--- config.mk ---
export PLATFORM = sky130hd
export DESIGN_NAME = mux41_rr
export DESIGN_NICKNAME = d
export VERILOG_FILES = /design/src/rtl/mux41_rr.sv
export SDC_FILE = /design/constraint.sdc
export NUM_CORES = 1
export LEC_CHECK = 0
export CORE_MARGIN = 8
export CORE_UTILIZATION = 38
export CTS_BUF_LIST = sky130_fd_sc_hd__clkbuf_8 sky130_fd_sc_hd__clkbuf_16
export DETAILED_ROUTE_END_ITERATION = 7
export GPL_TIMING_DRIVEN = 0
export PLACE_DENSITY = 0.92
export SLEW_MARGIN = 20
export SYNTH_ARGS = -nofsm -noshare
export SYNTH_HDL_FRONTEND = slang
export SYNTH_SLANG_ARGS = --single-unit
--- constraint.sdc ---
create_clock -name clk -period 2.12 [get_ports clk]
set_input_delay 0.318 -clock clk [delete_from_list [all_inputs] [get_ports clk]]
set_output_delay 0.318 -clock clk [all_outputs]
set_load 0.01 [all_outputs]
--- src/rtl/mux41_rr.sv ---
// mux41_rr: 4:1 round-robin valid/ready mux with a registered output stage.
// Define MUX41_LAST_EN to add in_last/out_last and lock the grant to a channel until its last beat.
module mux41_rr #(
  parameter int DW = 8
) (
  input  logic          clk,
  input  logic          rst,
  input  logic [3:0]    in_valid,
  input  logic [4*DW-1:0] in_data,
  output logic [3:0]    in_ready,
`ifdef MUX41_LAST_EN
  input  logic [3:0]    in_last,
  output logic          out_last,
`endif
  output logic          out_valid,
  output logic [DW-1:0] out_data,
  output logic [1:0]    out_sel,
  input  logic          out_ready
);
  logic [1:0] ptr;
  logic [1:0] gnt;
  logic       gnt_any;
  logic       slot_free;
`ifdef MUX41_LAST_EN
  logic       lock;
`endif
  assign slot_free = !out_valid || out_ready;
  // Scan from farthest to nearest so the channel closest after ptr wins.
  always_comb begin
    gnt = 2'd0;
    gnt_any = 1'b0;
    for (int i = 4; i >= 1; i--)
      if (in_valid[ptr + 2'(i)]) begin
        gnt = ptr + 2'(i);
        gnt_any = 1'b1;
      end
`ifdef MUX41_LAST_EN
    // While locked, out_sel still names the channel whose packet is open.
    if (lock) begin
      gnt = out_sel;
      gnt_any = in_valid[out_sel];
    end
`endif
  end
  assign in_ready = (slot_free && gnt_any && !rst) ? 4'b0001 << gnt : 4'b0000;
  always_ff @(posedge clk or posedge rst)
    if (rst) begin
      out_valid <= 1'b0;
      out_data  <= '0;
      out_sel   <= 2'd0;
      ptr       <= 2'd3;
`ifdef MUX41_LAST_EN
      out_last  <= 1'b0;
      lock      <= 1'b0;
`endif
    end else if (slot_free) begin
      out_valid <= gnt_any;
      if (gnt_any) begin
        out_data <= in_data[32'(gnt)*DW +: DW];
        out_sel  <= gnt;
        ptr      <= gnt;
`ifdef MUX41_LAST_EN
        out_last <= in_last[gnt];
        lock     <= !in_last[gnt];
`endif
      end
    end
endmodule

# --- Word-level counts from Yosys, hierarchy flattened ---
# Index checks and enable logic that the tools add are counted.
totals:
  elab_cells: 36
  output_inout_bits: 15
  regBits: 13
op_classes:
  n_mux: 17
  reduce_logical: 6
  n_lt_le_gt_ge: 4
  addsub: 3
  shifts: 2
ops:
  columns: ["op", "n"]
  rows:
  - ["32-bit by 6-bit indexed part select with 8-bit output", 1]
  - ["2-bit by 3-bit < comparator with 1-bit output, second input constant", 4]
  - ["1-bit binary-select mux with 2-bit select", 4]
  - ["1-bit two-way mux", 8]
  - ["2-bit two-way mux", 4]
  - ["2-bit adder, second input constant", 2]
  - ["4-bit two-way mux", 1]
  - ["1-bit by 2-bit << shifter with 4-bit output, first input constant", 1]
  - ["2-bit by 1-bit adder with 2-bit output, second input constant", 1]
  - ["1-bit logical AND", 2]
  - ["1-bit logical NOT", 2]
  - ["2-bit AND reduction", 1]
  - ["1-bit logical OR", 1]

# --- Logic depth before layout (Yosys ltp) ---
logic_depth:
  depth_word: 9
  mapped_depth: 8
  depth_no_buf: 5

# --- Worst setup path before layout ---
# OpenSTA, ideal clock, no wires.
synth_timing:
  path_kind: "register -> output"
  start: "register ptr[0]"
  end: "output port in_ready[2]"
  path_buffers: 2
  stages_incl_launch_ff: 7
  arrival_ps: 1683
  setup_slack_ps: 119
  path_cell_list: "dfstp_2 -> and2b_4 -> o21ai_4 -> and3_1 -> buf_6 -> buf_6 -> nor3b_1"
synth_via:
  elab_chain_cells: 9
  elab_cells_between_ends: 23
  classes_between: "add/sub: 3; shift: 1; mux: 17; reduce/logical: 2"
synth_rtl:
  columns: ["item", "line", "rtl"]
  rows:
  - ["start: declaration", "20", "logic [1:0] ptr;"]
  - ["start signal: assignment", "61", "ptr <= gnt;"]
  - ["2-bit adder / 1-bit binary-select mux with 2-bit select (equally long branches)", "33, 34", null]
  - ["1-bit binary-select mux with 2-bit select / 1-bit two-way mux (equally long branches)", "33", "if (in_valid[ptr + 2'(i)]) begin"]
  - ["1-bit two-way mux (implied by the code)", "33", null]
  - ["1-bit two-way mux (3 in a row)", "33", null]
  - ["1-bit logical AND (2 in a row)", "45", "assign in_ready = (slot_free && gnt_any && !rst) ? 4'b0001 << gnt : 4'b0000;"]
  - ["4-bit two-way mux *", "45", null]
  - ["end: declaration", "10", "output logic [3:0] in_ready,"]
# Mark *: on every way between the ends. The rest lies on a longest branch, timed or not. The select of a mux whose other input is x is not followed.

# --- Final worst setup path ---
layout_timing:
  start: "register ptr[1]"
  end: "output port in_ready[1]"
# The elaborated chain is that of the path after synthesis.

==> key figures <==
Setup path
  • Max incr delay on CP: 0.58 ns
  • CP Class: register to primary output
  • CP endpoint kind: primary output
  • Crit-path leading delay family: flip-flops
  • R2R depth: 8
  • RR Endpoint: out_data[0]
  • Startpoint class of the critical path: register
  • Worst path bufs/invs: 2
  • Reg2reg start: ptr[0]
  • Worst Path Max Fanout: 5
  • CP max-delay cell: dfstp_2
  • Crit path cell chain: o21ai_0 -> o221a_4 -> nor2b_1 -> buf_4 -> nor3b_4 -> buf_2
  • WP data required: 1.80 ns
  • Worst path arrival time: between 1.5 and 2 ns
  • Flop2flop setup slack: ~0.14 ns

Finish
  • Final std cell area, no fill: 1670 sq um
  • Synth-to-Final Area Change: 75.8%
  • Fill cells: ~200
  • Layout cells sized above 1: 30.1%
  • Nets@finish: 206
  • ANT cells: 0
  • Final non-filler cell total: 196

Drt
  • WL final: roughly 3500 um
  • Drt drc: 0
  • Final ANT Viol Nets: 0
  • Vias post-DR: between 1000 and 1500
  • Routed length per placed instance: approximately 18 um
  • DRT Pass-1 Iters: 4
  • Vias per inst: between 5 and 6
  • Initial DRC count: 19

Timing
  • RSZ-0062 raised after global routing: true
  • FMAX: between 400 and 500 MHz
  • Setup Skew: roughly 0.0015 ns
  • Fin. max-slew vios: 0
  • Final setup margin: 0.0201 ns
  • Final period utilization: slightly below 100%
  • Slew @ Worst Pin: between 0.5 and 0.6 ns
  • Rel. slew slack: 62.5%
  • Setup TNS: 0 ns
  • Endpoints failing hold: 0
  • Final setup violation count: 0
  • Final worst path period need: around 2.1 ns

Synthesis
  • Post-synth EDFFs: 0
  • Netlist cell types: 28
  • Netlist Area Pre-Place: between 900 and 1000 sq um
  • Synth warnings: 0
  • Proportion of netlist area held by the largest area contributor: 28.9%
  • Ranking of synthesized cells by area: dfrtp_1 29%, a211oi_2 16%, mux2i_1 8.4%
  • Seq/Total Area, Yosys: about a third
  • Area leader, netlist: dfrtp_1
  • Top-count cell post-synth: inv_1
  • Avg Synthesized Cell Area: between 9 and 10 sq um
  • Dominant synthesized flop cell: dfrtp_1
  • Cell count after synthesis: 100
  • Syn nets: 139
  • Flops & latches, synth: 13
  • Top post-synthesis cells by count: 13 x inv_1, 12 x a211oi_2, 11 x dfrtp_1, 11 x nor2_1
  • Ys async rst share: 100%

Floorplan
  • Initial Util: between 30 and 40%
  • DIE HEIGHT: around 66 um
  • I/O Pins: 54
  • Full die area: about 4400 sq um
  • CORE AREA: 2430 sq um
  • Row count: 18
  • Die X-Extent: between 60 and 70 um

Clock network
  • Worst-Skew Late Latency: ~0.24 ns
  • CTS tree: yes
  • H-Tree Depth: 1
  • CTS buffer count: 3
  • Clock root cell: clkbuf_8
  • Clk sinks: 13
  • Clock edge transition at the registers on the reported setup and hold paths: 0.06 ns
  • Max Buffers Root-to-Sink: 2

Global route
  • Largest net degree at the start of global routing: 15
  • Vias in the first global route: around 1100
  • All-Layer GR Usage: 15.0%
  • First-pass GRT wire length: 5230 um
  • Total global routing overflow: 0
  • Initial antenna violation count: 0

Worst hold path
  • Hold Crit Depth: 2
  • Hold crit path type: register to register
  • Hold path startpoint: ptr[0]
  • Worst Hold Endpoint: ptr[0]

Place
  • Pre-CTS setup slack: -0.840 ns
  • GP Congestion: 0.803
  • Cell Count Post-Placement: roughly 180
  • Port buffer count: between 50 and 60
  • Area post-placement: between 1500 and 2000 sq um
  • Final HPWL DP: 2490 um

Run
  • Max Cap Violations: 0

Power and ir drop
  • Max IR drop VDD: between 0.4 and 0.5 mV
  • Pwr/cell area: ~730 nW/um^2
  • Leak: slightly above 0.7 nW

Outcome
  • Status: complete, no violations
==> power breakdown <==
part / leakage, nW / switching [W] / internal (W)
Combinational: 0.553 / 0.000282 / 0.000357
Sequential: 0.142 / 0.0000411 / 0.000319
Clock: 0.0255 / 0.0000970 / 0.000130
==> metal layers <==
metal,up-vias,track usage (%),share of wire [%]
met2,50,26.8,49
met1,518,16.2,40
met5,-,0,0
met4,0,2.93,0.49
met3,2,6.10,10
li1,498,-,-
==> how the worst max path moves through the flow <==
stage	from	to	slack [ns]	cells after the start
detailed placement	in_valid[0]	in_ready[1]	-0.84	7
finish	ptr[1]	in_ready[1]	0.02	6
CTS	ptr[0]	in_ready[1]	0.01	6
global route	ptr[1]	in_ready[1]	-0.06	6
global placement	in_valid[0]	in_ready[1]	-0.81	7
floorplan	ptr[0]	in_ready[2]	0.12	6
==> cell usage in the layout (no fill, tap or decap), drive strengths merged, types with 2 or more instances in the layout <==
master          n
clkdlybuf4s50  45
inv            13
a211oi         16
o21ai           6
dlygate4sd2     4
a21oi           3
clkbuf          4
nand2b          2
nor2b           2
buf            19
a31oi           8
and3            2
nor2           11
dfstp           2
nor3b           2
mux2i           8
dfrtp          11
==> kinds of logic (layout without fill, tap and decap cells) <==
kind of cell / count (synthesis) / count (layout) / share of synthesized area, %
flops: 13 / 13 / 34.5
mux: 8 / 8 / 8.42
buf+inv: 20 / 86 / 11.6
simple gates: 24 / 24 / 13.4
compound gates: 35 / 35 / 32.1
==> final cells by class <==
type                            count  area, sq um  area share [%]
Buffer                              5         53.8            3.22
Clock buffer                        3         41.3            2.47
Clock inverter                      1         5.00           0.299
Inverter                           13         48.8            2.92
Multi-Input combinational cell     67          569            34.1
Sequential cell                    13          328            19.6
Tap cell                           30         37.5            2.25
Timing Repair Buffer               64          588            35.2
==> what timing repair did <==
item	in CTS	in global routing
hold buffers	0	0
buffers inserted	7	4
endpoints found under the setup margin	6	5
resized for setup	31	5
pin swaps	1	1
==> stage by stage <==
| step | util [%] | hold slack [ns] | total power [W] |
|---|---|---|---|
| after floorplan | - | 0.199 | 0.000671 |
| after global placement | 62.4 | 0.502 | 0.000915 |
| after detailed placement | 62.4 | 0.505 | 0.000936 |
| after CTS | 66.8 | 0.520 | 0.00119 |
| after global routing | 68.7 | 0.561 | 0.00128 |
| final | 68.7 | 0.523 | 0.00123 |
==> sequential cells by signal, summed over array words and instances, names as in the netlist <==
name and count:
out_data 8, out_sel 2, ptr 2, out_valid 1
==> worst register-to-register path: cells and delay by family (launching register included) <==
family / cells / cell delay (ns)
buffers and inverters: 3 / 0.44
DFF: 1 / 0.54
muxes: 1 / 0.27
AOI/OAI and AO/OA: 2 / 0.24
and+or+nand+nor: 2 / 0.37
(Power assumes the default switching activity.)
